<file path="src/rtl/uart_mem_dump_pkg.sv">
// Shared definitions for the UART memory dump block: FSM states, frame length,
// and the clock-to-baud divider helper.
package uart_mem_dump_pkg;

  localparam int FRAME_BITS = 10;

  typedef enum logic [2:0] {
    ST_IDLE  = 3'd0,
    ST_FETCH = 3'd1,
    ST_WAIT  = 3'd2,
    ST_LOAD  = 3'd3,
    ST_SEND  = 3'd4,
    ST_NEXT  = 3'd5,
    ST_DONE  = 3'd6
  } state_e;

  function automatic int baud_div(input int clk_hz, input int baud);
    return clk_hz / baud;
  endfunction

endpackage

</file>
<file path="src/rtl/uart_mem_dump_tx_byte.sv">
// 8N1 byte serializer: start bit, 8 data bits LSB first, stop bit, each DIV cycles.
// A load in the final stop-bit cycle chains the next frame with no idle gap.
module uart_mem_dump_tx_byte
  import uart_mem_dump_pkg::*;
#(
  parameter int DIV = 16
) (
  input  logic       clock,
  input  logic       reset,
  input  logic       load_i,
  input  logic [7:0] byte_i,
  output logic       tx_o,
  output logic       ready_o,
  output logic       ending_o
);

  localparam int CNT_W = $clog2(DIV);
  localparam logic [CNT_W-1:0] CNT_LAST = CNT_W'(DIV - 1);
  localparam logic [CNT_W-1:0] CNT_PRE  = CNT_W'(DIV - 2);
  localparam logic [3:0]       BIT_LAST = 4'(FRAME_BITS - 1);

  logic             busy_q, busy_d;
  logic             tx_q, tx_d;
  logic [8:0]       shift_q, shift_d;
  logic [3:0]       bit_q, bit_d;
  logic [CNT_W-1:0] cnt_q, cnt_d;

  always_comb begin
    busy_d  = busy_q;
    tx_d    = tx_q;
    shift_d = shift_q;
    bit_d   = bit_q;
    cnt_d   = cnt_q;
    if (load_i) begin
      busy_d  = 1'b1;
      tx_d    = 1'b0;
      shift_d = {1'b1, byte_i};
      bit_d   = 4'd0;
      cnt_d   = {CNT_W{1'b0}};
    end else if (busy_q) begin
      if (cnt_q == CNT_LAST) begin
        cnt_d = {CNT_W{1'b0}};
        if (bit_q == BIT_LAST) begin
          busy_d = 1'b0;
          tx_d   = 1'b1;
        end else begin
          // Stop bit sits in shift_q[8] and drops into place after eight shifts.
          bit_d   = bit_q + 4'd1;
          tx_d    = shift_q[0];
          shift_d = {1'b1, shift_q[8:1]};
        end
      end else begin
        cnt_d = cnt_q + CNT_W'(1);
      end
    end else begin
      tx_d = 1'b1;
    end
  end

  always_ff @(posedge clock) begin
    if (!reset) begin
      busy_q  <= 1'b0;
      tx_q    <= 1'b1;
      shift_q <= 9'h1FF;
      bit_q   <= 4'd0;
      cnt_q   <= {CNT_W{1'b0}};
    end else begin
      busy_q  <= busy_d;
      tx_q    <= tx_d;
      shift_q <= shift_d;
      bit_q   <= bit_d;
      cnt_q   <= cnt_d;
    end
  end

  assign tx_o     = tx_q;
  assign ready_o  = ~busy_q;
  // One cycle before the stop bit ends, so the caller can register its next load.
  assign ending_o = busy_q && (bit_q == BIT_LAST) && (cnt_q == CNT_PRE);

endmodule

</file>
<file path="src/rtl/uart_mem_dump.sv">
// Walks a word range of memory and streams each 32-bit word out over UART,
// least significant byte first, so the host can read back what was loaded.
module uart_mem_dump
  import uart_mem_dump_pkg::*;
#(
  parameter int CLK_FREQ_HZ = 10_000_000,
  parameter int BAUD        = 128_000,
  parameter int ADDR_W      = 14
) (
  input  logic              clock,
  input  logic              reset,
  input  logic              start_i,
  input  logic [ADDR_W-1:0] base_adr_i,
  input  logic [ADDR_W:0]   word_cnt_i,
  output logic              mem_rd_o,
  output logic [ADDR_W-1:0] mem_adr_o,
  input  logic [31:0]       mem_dat_i,
  output logic              tx_o,
  output logic              busy_o,
  output logic              done_o
);

  localparam int DIV = baud_div(CLK_FREQ_HZ, BAUD);
  localparam logic [ADDR_W:0]   REM_ONE  = (ADDR_W + 1)'(1);
  localparam logic [ADDR_W:0]   REM_ZERO = (ADDR_W + 1)'(0);
  localparam logic [ADDR_W-1:0] ADR_ONE  = ADDR_W'(1);

  state_e            state_q, state_d;
  logic [ADDR_W-1:0] addr_q, addr_d;
  logic [ADDR_W:0]   rem_q, rem_d;
  logic [31:0]       word_q, word_d;
  logic [1:0]        byte_idx_q, byte_idx_d;
  logic              mem_rd_q, mem_rd_d;
  logic [ADDR_W-1:0] mem_adr_q, mem_adr_d;
  logic              busy_q, busy_d;
  logic              done_q, done_d;
  logic              load_q, load_d;
  logic [7:0]        tx_byte_s;
  logic              tx_ready_s;
  logic              tx_ending_s;

  assign tx_byte_s = word_q[{byte_idx_q, 3'b000} +: 8];

  always_comb begin
    state_d    = state_q;
    addr_d     = addr_q;
    rem_d      = rem_q;
    word_d     = word_q;
    byte_idx_d = byte_idx_q;
    mem_rd_d   = 1'b0;
    mem_adr_d  = mem_adr_q;
    busy_d     = busy_q;
    done_d     = 1'b0;
    load_d     = 1'b0;
    case (state_q)
      ST_IDLE: begin
        busy_d = 1'b0;
        if (start_i && tx_ready_s) begin
          addr_d = base_adr_i;
          rem_d  = word_cnt_i;
          busy_d = 1'b1;
          // An empty range still passes through NEXT so busy_o is visible for one cycle.
          if (word_cnt_i == REM_ZERO) begin
            state_d = ST_NEXT;
          end else begin
            state_d   = ST_FETCH;
            mem_rd_d  = 1'b1;
            mem_adr_d = base_adr_i;
          end
        end else begin
          state_d = ST_IDLE;
        end
      end
      ST_FETCH: state_d = ST_WAIT;
      ST_WAIT: begin
        // Read data is valid the cycle after the strobe; latch it on entry to LOAD.
        word_d     = mem_dat_i;
        byte_idx_d = 2'd0;
        load_d     = 1'b1;
        state_d    = ST_LOAD;
      end
      ST_LOAD: state_d = ST_SEND;
      ST_SEND: begin
        if (tx_ending_s) begin
          if (byte_idx_q == 2'd3) begin
            state_d = ST_NEXT;
          end else begin
            byte_idx_d = byte_idx_q + 2'd1;
            load_d     = 1'b1;
          end
        end else begin
          state_d = ST_SEND;
        end
      end
      ST_NEXT: begin
        addr_d = addr_q + ADR_ONE;
        rem_d  = (rem_q == REM_ZERO) ? REM_ZERO : rem_q - REM_ONE;
        if (rem_q <= REM_ONE) begin
          state_d = ST_DONE;
          busy_d  = 1'b0;
          done_d  = 1'b1;
        end else begin
          state_d   = ST_FETCH;
          mem_rd_d  = 1'b1;
          mem_adr_d = addr_q + ADR_ONE;
        end
      end
      ST_DONE: state_d = ST_IDLE;
      default: state_d = ST_IDLE;
    endcase
  end

  always_ff @(posedge clock) begin
    if (!reset) begin
      state_q    <= ST_IDLE;
      addr_q     <= {ADDR_W{1'b0}};
      rem_q      <= REM_ZERO;
      word_q     <= 32'h0000_0000;
      byte_idx_q <= 2'd0;
      mem_rd_q   <= 1'b0;
      mem_adr_q  <= {ADDR_W{1'b0}};
      busy_q     <= 1'b0;
      done_q     <= 1'b0;
      load_q     <= 1'b0;
    end else begin
      state_q    <= state_d;
      addr_q     <= addr_d;
      rem_q      <= rem_d;
      word_q     <= word_d;
      byte_idx_q <= byte_idx_d;
      mem_rd_q   <= mem_rd_d;
      mem_adr_q  <= mem_adr_d;
      busy_q     <= busy_d;
      done_q     <= done_d;
      load_q     <= load_d;
    end
  end

  uart_mem_dump_tx_byte #(
    .DIV(DIV)
  ) u_tx (
    .clock   (clock),
    .reset   (reset),
    .load_i  (load_q),
    .byte_i  (tx_byte_s),
    .tx_o    (tx_o),
    .ready_o (tx_ready_s),
    .ending_o(tx_ending_s)
  );

  assign mem_rd_o  = mem_rd_q;
  assign mem_adr_o = mem_adr_q;
  assign busy_o    = busy_q;
  assign done_o    = done_q;

endmodule

</file>
<file path="config.mk">
export PLATFORM = sky130hd
export DESIGN_NAME = uart_mem_dump
export DESIGN_NICKNAME = d
export VERILOG_FILES = /design/src/rtl/uart_mem_dump_pkg.sv /design/src/rtl/uart_mem_dump_tx_byte.sv /design/src/rtl/uart_mem_dump.sv
export SDC_FILE = /design/constraint.sdc
export NUM_CORES = 1
export LEC_CHECK = 0
export ABC_AREA = 1
export ABC_CLOCK_PERIOD_IN_PS = 3750
export CAP_MARGIN = 5
export CORE_ASPECT_RATIO = 1.5
export CORE_MARGIN = 1
export CORE_UTILIZATION = 58
export CTS_CLUSTER_SIZE = 28
export DETAILED_ROUTE_END_ITERATION = 10
export GPL_ROUTABILITY_DRIVEN = 0
export PLACE_DENSITY = 0.85
export SYNTH_ARGS = -nofsm -noshare
export SYNTH_HDL_FRONTEND = slang
export SYNTH_SLANG_ARGS = --single-unit
</file>
<file path="constraint.sdc">
create_clock -name clock -period 3.75 [get_ports clock]
set_input_delay 0.9375 -clock clock [delete_from_list [all_inputs] [get_ports clock]]
set_output_delay 0.9375 -clock clock [all_outputs]
set_load 0.03 [all_outputs]
</file>
== Word-level counts from Yosys, hierarchy flattened ==
Index checks and enable logic that the tools add are counted.

* Bits in registers: 105
* Input port bits: 64
* Output and inout port bits: 18

* Equal/unequal tests: 18
* Shifts and indexed selects: 1
* Reductions and logical operators: 18
* Bitwise logic cells: 3
* $lt $le $gt $ge: 1
* Mux-type cells: 42
* Add/subtract/negate cells: 5

{| class="wikitable"
|+ Operator list
! cell !! number
|-
| $mux 14 || 4
|-
| $pmux 14 s2 || 2
|-
| $mux 8 || 4
|-
| $shiftx 32x6->8 || 1
|-
| $logic_not 15->1 || 2
|-
| $mux 15 || 2
|-
| $pmux 15 s2 || 1
|-
| $pmux 3 s6 || 1
|-
| $mux 1 || 16
|-
| $le 15x1->1 const B || 1
|-
| $mux 3 || 5
|-
| $sub 15x1->15 const B || 1
|-
| $add 14x1->14 const B || 1
|-
| $eq 7x7->1 const B || 2
|-
| $ne 2x2->1 const B || 7
|-
| $reduce_and 3->1 || 3
|-
| $reduce_bool 2->1 || 4
|-
| $add 7x1->7 const B || 1
|-
| $mux 7 || 1
|-
| $eq 3x2->1 const B || 2
|-
| $eq 3x3->1 const B || 2
|-
| $ne 3x3->1 const B || 2
|-
| $pmux 1 s2 || 3
|-
| $reduce_and 2->1 || 3
|-
| 12 further kinds || 17
|}

== Depth between registers and ports, before layout ==
Gate-level depths: netlist of run 1.

* Depth in word-level cells: 5
* Mapped depth: 11
* Depth with buffers taken out: 10

== By module ==
A second synthesis of run 1 with hierarchy kept.

* Cells, all modules: 802
* Area, all modules: 5445.2 um2

{| class="wikitable"
|+ Modules (own cells, without submodules)
! module !! instances !! seq. area each (um2) !! cells an instance !! area an instance (um2)
|-
| uart_mem_dump || 1 || 1681.6 || 655 || 4351.7
|-
| uart_mem_dump_tx_byte || 1 || 420.4 || 147 || 1093.5
|}

== Worst setup path after synthesis of run 1 ==
Ideal clock, no wire load.

* Path type: input-to-reg
* From: input port word_cnt_i[11]
* To: register mem_adr_q[0] (netlist: mem_adr_o[0])
* Buffers on the path: 1
* Stages: 9
* Data arrival time: 1.753 ns
* Setup time: 0.113 ns
* Setup slack: 1.884 ns
* Cell sequence: nor2_1 > nand2_1 > nor2_1 > nand2_1 > nand2_8 > nand2_8 > buf_8 > nor2_1 > nor2_1

* Word-level cells in the longest chain between the ends: 3

{| class="wikitable"
|+ Ends and longest elaborated chain
! element !! RTL line !! RTL
|-
| start, declared || uart_mem_dump.sv:14 || <nowiki>input logic [ADDR_W:0] word_cnt_i,</nowiki>
|-
| $logic_not 15->1 || uart_mem_dump.sv:63 || <nowiki>if (word_cnt_i == REM_ZERO) begin</nowiki>
|-
| $ne 2x2->1 (no line) || -- ||
|-
| $reduce_and 4->1 (no line) || -- ||
|-
| end signal, assigned || uart_mem_dump.sv:121 || <nowiki>mem_adr_q <= {ADDR_W{1'b0}};</nowiki>
|-
| end signal, assigned || uart_mem_dump.sv:132 || <nowiki>mem_adr_q <= mem_adr_d;</nowiki>
|-
| end, declared || uart_mem_dump.sv:34 || <nowiki>logic [ADDR_W-1:0] mem_adr_q, mem_adr_d;</nowiki>
|}

Every way passes these cells.
A chain may end at the register's enable or synchronous reset.

== Worst setup path after layout of run 1 ==
* From: register mem_adr_q[5] (netlist: mem_adr_o[5])
* To: output port mem_adr_o[5]

{| class="wikitable"
|+ RTL lines
! element !! RTL line !! RTL
|-
| end, declared || uart_mem_dump.sv:16 || <nowiki>output logic [ADDR_W-1:0] mem_adr_o,</nowiki>
|}

No word-level cell between the ends.

==> impl_metrics.py, run 1 <==
metrics = {
    "route": {
        "vias_per_cell": 5.49,
        "initialDrtViolationCount": 381,
        "ant_nets": 0,
        "wl_mm": 12.9,
        "vias": 5280,
        "drcViolationCount": 0,
        "drt_first_pass_iters": 7,
        "post_drt_wl_per_cell_um": 13.4,
    },
    "sta": {
        "relSlewSlack_pct": 46.7,
        "max_freq_ghz": 0.423,
        "hold-worst-slack_ns": 0.459,
        "final_hold_viol_count": 0,
        "worst_pin_slew_ns": 0.797,
        "finalSetupTns_ns": 0,
        "finalClockSkew_ns": 0.00725,
        "rsz0062_at_grt": "false",
        "min_period_ns": 2.37,
        "report.final.setup_viol": 0,
        "post-route-period-util_pct": 63.1,
        "finalMaxSlewViolations": 0,
    },
    "synthesis": {
        "avgSynthCellArea_sq_um": 6.87,
        "syn_area_sq_um": 5400,
        "ys_types": 42,
        "synthFlopType": "dfxtp_1",
        "synth_edf_count": 0,
        "syn_inst": 786,
        "ys_ff_latch": 105,
        "seq_area_frac_synth_pct": 38.9,
        "yosys_warnings": 0,
        "synth_nets": 860,
        "ys_async_sr_fraction_pct": 0,
    },
    "clock_network": {
        "post-cts-setup-buffers": 0,
        "cts_hold_buf": 0,
        "cts_buffer_depth": 2,
        "cts_buffers": 9,
        "h-tree-depth": 3,
        "cts_resized": 0,
        "clkSinkCount": 105,
        "cts_tree": "yes",
        "cts_root_buf": "clkbuf_16",
        "cts.clk_slew.worst_paths_ns": 0.07,
        "clock_latency_ns": 0.35,
    },
    "worst_hold_path": {
        "hp-class": "flop to flop",
        "min_from": "word_q[15]",
        "min_path_cells": 2,
        "min_to": "word_q[15]",
    },
    "worst_setup_path": {
        "critical_path_buf_inv_count": 1,
        "rrSetupSlack_ns": 1.54,
        "crit_chain": "clkdlybuf4s50_1",
        "cp.required_ns": 2.81,
        "crit_family": "buffers and inverters",
        "rr_startpoint": "state_q[1]",
        "critPathKind": "flop to output pin",
        "worstSetupEndpointType": "output pin",
        "r2r-end": "word_q[19]",
        "cp_max_fo": 2,
        "r2r_cells": 5,
        "slowest_delay_ns": 0.71,
        "crit_slowest_cell": "clkdlybuf4s50_1",
        "start_kind": "flop",
        "arrival_ns": 1.43,
    },
    "placement": {
        "place_area_sq_um": 6190,
        "io_buffers": 81,
        "dp_cells": 947,
        "dp_hpwl_mm": 9.12,
    },
    "floorplanning": {
        "ios": 82,
        "die_w_um": 80.8,
        "die_h_um": 120,
        "initial_core_util_pct": 60.5,
        "core_area_sq_um": 8930,
        "rows": 42,
        "die-area_sq_um": 9710,
    },
    "cells_and_area": {
        "final_cells": 962,
        "fillCellCount": 731,
        "num-nets-final": 922,
        "final_area_sq_um": 6490,
        "mostFrequentLayoutCell": "nand2_1",
        "drive_gt1_share_pct": 5.63,
        "layout_common_cells": "nand2_1, nor2_1, dfxtp_1, o21ai_0, clkdlybuf4s50_1",
        "diodes": 0,
        "synthToLayoutAreaGrowth_pct": 20.1,
    },
    "flow_run": {
        "drv_cap": 0,
    },
    "global_route": {
        "globalRoute.totalOverflow": 0,
        "grt_max_degree": 46,
        "antenna_found_initial": 0,
        "top_usage_layer": "met2",
        "grt_pass1_vias": 4906,
        "met2_usage_pct": 49.5,
        "grt_usage_pct": 28.0,
        "grt_pass1_wl_mm": 21.3,
        "grtUsageMet1_pct": 31.9,
        "met3_usage_pct": 3.92,
    },
    "pwr": {
        "power_density_nw_per_um2": 505,
        "power.ir.vdd_worst_mv": 0.390,
        "p_leak_nw": 2.72,
        "finalPower_mw": 3.28,
    },
    "outcome": {
        "status": "complete, no violations",
    },
}
per-stage QoR:
| stage | setup WS, ns | util (%) |
|---|---|---|
| floorplan | 1.88 | - |
| global placement | 1.16 | 69.3 |
| detailed placement | 1.09 | 69.3 |
| CTS | 1.38 | 72.6 |
| global route | 1.21 | 72.6 |
| finish | 1.38 | 72.6 |
per-layer routing:
| metal | wire length, um | share of wire, % | up-vias |
|---|---|---|---|
| met5 | 0 | 0 | - |
| met4 | 362 | 2.8 | 0 |
| met3 | 541 | 4.2 | 31 |
| met2 | 6720 | 52 | 175 |
| met1 | 5280 | 41 | 2408 |
| li1 | - | - | 2666 |
cells by family (layout without fill, tap and decap cells):
kind of cell | count (synthesis) | count (layout) | share of synthesized area, %
mux | 2 | 2 | 0.371
fa+ha+maj | 10 | 10 | 2.32
flops | 105 | 105 | 38.9
compound gates | 150 | 150 | 14.8
xor+xnor | 14 | 14 | 2.27
buf+inv | 112 | 178 | 8.71
simple gates | 393 | 393 | 32.7
layout make-up:
cell class / count / area (sq um) / share of cell area [%]
Sequential cell: 105 / 2100 / 32.4
Multi-Input combinational cell: 569 / 2830 / 43.6
Timing Repair Buffer: 83 / 821 / 12.6
Clock buffer: 11 / 243 / 3.74
Inverter: 80 / 304 / 4.69
Clock inverter: 4 / 52.6 / 0.810
Tap cell: 110 / 138 / 2.12
report_power, final:
group          internal (mW)  switching, mW  total [mW]
sequential              1.28          0.132        1.41
clock                  0.535          0.421       0.956
combinational          0.357          0.555       0.911
worst reg2reg max path, cell delays in order (launching register included):
cell	delay [ns]
dfxtp_1	0.39
inv_1	0.16
nor3_4	0.64
inv_2	0.50
o21ai_0	0.33
a21oi_1	0.06
state kept, by name, summed over array words and instances (netlist names), 2 cells and up:
| register | flops |
|---|---|
| addr_q | 14 |
| byte_idx_q | 2 |
| mem_adr_o | 14 |
| rem_q | 15 |
| state_q | 3 |
| u_tx.bit_q | 4 |
| u_tx.cnt_q | 7 |
| u_tx.shift_q | 8 |
| word_q | 32 |
synthesized netlist by cell type, types with 2 or more instances:
| cell type | number | area [sq um] |
|---|---|---|
| nor2_1 | 135 | 507 |
| nand3_1 | 61 | 305 |
| buf_2 | 6 | 30.0 |
| mux2i_1 | 2 | 20.0 |
| nand2_1 | 150 | 563 |
| nor2_2 | 3 | 18.8 |
| o21ai_0 | 82 | 410 |
| o211ai_1 | 7 | 52.6 |
| inv_1 | 75 | 282 |
| a31oi_1 | 11 | 68.8 |
| clkbuf_1 | 17 | 63.8 |
| buf_4 | 5 | 37.5 |
| a21oi_1 | 43 | 215 |
| nor3_1 | 7 | 35.0 |
| dfxtp_1 | 105 | 2100 |
| nand2_2 | 3 | 18.8 |
| nand4_1 | 6 | 37.5 |
| nor3b_1 | 2 | 15.0 |
| o21bai_1 | 4 | 30.0 |
| nand3b_1 | 6 | 45.0 |
| xnor2_1 | 5 | 43.8 |
| inv_2 | 3 | 11.3 |
| ha_1 | 10 | 125 |
| nand3_4 | 2 | 35.0 |
| or2_2 | 9 | 56.3 |
| nand2_4 | 2 | 22.5 |
| xor2_1 | 9 | 78.8 |
| nand2_8 | 2 | 40.0 |
how the worst max path moves through the flow:
| stage | end | depth (start not counted) | slack (ns) | start |
|---|---|---|---|---|
| 5_1_grt | word_q[16] | 5 | 1.21 | state_q[1] |
| 3_3_place_gp | rem_q[8] | 8 | 1.16 | start_i |
| 2_1_floorplan | mem_adr_o[0] | 9 | 1.88 | word_cnt_i[11] |
| 3_5_place_dp | rem_q[8] | 8 | 1.09 | start_i |
| 6_report | mem_adr_o[5] | 1 | 1.38 | mem_adr_o[5] |
| 4_1_cts | mem_adr_o[5] | 1 | 1.38 | mem_adr_o[5] |
Note: power is estimated with default switching activity, not from simulation.
==> run 2: changes to the inputs <==
- ABC_CLOCK_PERIOD_IN_PS: 3750 -> 2180
- CORE_UTILIZATION: 58 -> 54
- PLACE_DENSITY: 0.85 -> 0.8
- clock period: 3.75 -> 2.18 ns (I/O delays scaled with it)
==> run 2 against run 1 <==
  * Global-route usage shrank 3.0 points
  * Design area grew 1.3%
  * Critical path type unchanged
  * Sequential share of layout area shrank 0.43 points
  * Non-clock buffer count grew 7
  * Via count grew 0.47%
  * Critical path depth is the same
  * Flip-flop and latch count is the same
  * Wire length shrank 0.32%
  * Register-to-register slack lost 1.2 ns
  * Die area grew 7.3%
  * Total power grew 74%
==> impl_metrics.py, run 2 (synthesis results as in run 1) <==
metrics = {
    "outcome": {
        "status": "complete, no violations",
    },
    "sta": {
        "post-route-period-util_pct": 89.9,
        "rsz0062_at_grt": "false",
        "finalMaxSlewViolations": 0,
        "relSlewSlack_pct": 56.9,
        "worst_pin_slew_ns": 0.646,
        "report.final.setup_viol": 0,
        "finalClockSkew_ns": 0.00773,
        "setup_slack_ns": 0.221,
        "min_period_ns": 1.96,
        "final_hold_viol_count": 0,
        "max_freq_ghz": 0.510,
        "finalSetupTns_ns": 0,
    },
    "placement": {
        "io_buffers": 81,
        "dp_hpwl_mm": 9.17,
        "pre_cts_slack_ns": 0.0521,
        "dp_cells": 959,
    },
    "floorplanning": {
        "core_area_sq_um": 9690,
        "initial_core_util_pct": 55.7,
        "rows": 44,
        "ios": 82,
        "die_h_um": 124,
        "die_w_um": 83.7,
        "die-area_sq_um": 10400,
    },
    "route": {
        "drt_first_pass_iters": 4,
        "wl_mm": 12.9,
        "vias_per_cell": 5.44,
        "vias": 5305,
        "post_drt_wl_per_cell_um": 13.2,
        "initialDrtViolationCount": 273,
        "ant_nets": 0,
        "drcViolationCount": 0,
    },
    "global_route": {
        "met3_usage_pct": 4.64,
        "grtUsageMet1_pct": 28.2,
        "grt_max_degree": 71,
        "antenna_found_initial": 0,
        "grt_usage_pct": 24.9,
        "globalRoute.totalOverflow": 0,
        "top_usage_layer": "met2",
        "met2_usage_pct": 45.2,
        "grt_pass1_wl_mm": 21.5,
        "grt_pass1_vias": 4949,
    },
    "pwr": {
        "seqPwrFrac_pct": 42.5,
        "p_switching_mw": 1.95,
        "combPwrFrac_pct": 27.9,
        "internal-power_mw": 3.76,
        "swShare_pct": 34.2,
        "clockPowerShare_pct": 29.6,
        "p_leak_nw": 2.76,
        "power.ir.vdd_worst_mv": 0.684,
        "power_density_nw_per_um2": 868,
    },
    "worst_setup_path": {
        "worstSetupEndpointType": "output pin",
        "slowest_delay_ns": 0.69,
        "critical_path_buf_inv_count": 1,
        "rr_startpoint": "rem_q[0]",
        "r2r-end": "rem_q[14]",
        "start_kind": "flop",
        "crit_family": "buffers and inverters",
        "r2r_cells": 9,
        "arrival_ns": 1.41,
        "rrSetupSlack_ns": 0.36,
        "cp_max_fo": 2,
        "crit_slowest_cell": "clkdlybuf4s50_1",
        "crit_chain": "clkdlybuf4s50_1",
        "cp.required_ns": 1.63,
        "critPathKind": "flop to output pin",
    },
    "clock_network": {
        "h-tree-depth": 3,
        "cts.clk_slew.worst_paths_ns": 0.08,
        "cts_buffers": 9,
        "cts_buffer_depth": 2,
        "clkSinkCount": 105,
        "cts_tree": "yes",
        "cts_resized": 0,
        "post-cts-setup-buffers": 0,
        "cts_hold_buf": 0,
        "clock_latency_ns": 0.35,
        "cts_root_buf": "clkbuf_16",
    },
    "worst_hold_path": {
        "min_path_cells": 2,
        "min_to": "word_q[18]",
        "hp-class": "flop to flop",
        "min_from": "word_q[18]",
    },
    "cells_and_area": {
        "num-nets-final": 929,
        "regMostFlops": "word_q",
        "top_regs": "word_q x32, rem_q x15",
        "drive_gt1_share_pct": 6.63,
        "mostFrequentLayoutCell": "nand2_1",
        "diodes": 0,
        "final_cells": 975,
        "largest_reg_flops": 32,
        "fillCellCount": 844,
        "layout_common_cells": "nand2_1, nor2_1, dfxtp_1, o21ai_0, clkdlybuf4s50_1",
        "synthToLayoutAreaGrowth_pct": 21.8,
    },
    "flow_run": {
        "drv_cap": 0,
    },
}
==> run 2: final cells by class <==
cell class / count / area, sq um / area share, %
clock buffers: 9 / 225 / 3.42
clock inverters: 7 / 86.3 / 1.31
inverters: 80 / 304 / 4.62
multi-input cells: 569 / 2830 / 43.0
flip-flops and latches: 105 / 2100 / 32.0
well taps: 115 / 144 / 2.19
repair buffers: 90 / 886 / 13.5
==> run 2: worst max-delay path by stage <==
stage                        from             to  slack [ns]  cells after the start
global route        word_cnt_i[1]  mem_adr_o[11]        0.18                     10
CTS                  mem_adr_o[3]   mem_adr_o[3]        0.21                      1
global placement    word_cnt_i[1]   mem_adr_o[6]         0.1                     10
floorplan                rem_q[0]       rem_q[8]        0.69                      9
finish               mem_adr_o[3]   mem_adr_o[3]        0.22                      1
detailed placement  word_cnt_i[7]   mem_adr_o[5]        0.05                     10
==> run 2: power groups by stage <==
stage	combinational, mW	clock, mW	sequential [mW]
CTS	1.60	1.71	2.42
detailed placement	1.58	0	2.46
floorplan	1.05	0	2.51
global placement	1.53	0	2.45
global route	1.78	1.79	2.46
finish	1.59	1.69	2.43
==> run 2: stage by stage <==
stage	total power [mW]	hold WS [ns]	instance area (sq um)	utilization, %
after floorplan	3.56	0.425	5400	-
after global placement	3.99	0.441	6260	64.7
after detailed placement	4.04	0.447	6260	64.7
after CTS	5.73	0.458	6580	67.9
after global routing	6.03	0.474	6580	67.9
final	5.71	0.455	6580	67.9
==> run 2: metal layers <==
metal | wire length (um) | share of wire, % | vias to the layer above
li1 | - | - | 2683
met1 | 5230 | 41 | 2441
met2 | 6760 | 53 | 153
met3 | 542 | 4.2 | 28
met4 | 338 | 2.6 | 0
met5 | 0 | 0 | -
==> run 3: changes to the inputs <==
- CAP_MARGIN: 5 -> 0
==> results of run 3 <==
Same layout as run 2: the final DEF is identical, and so are final timing and power.
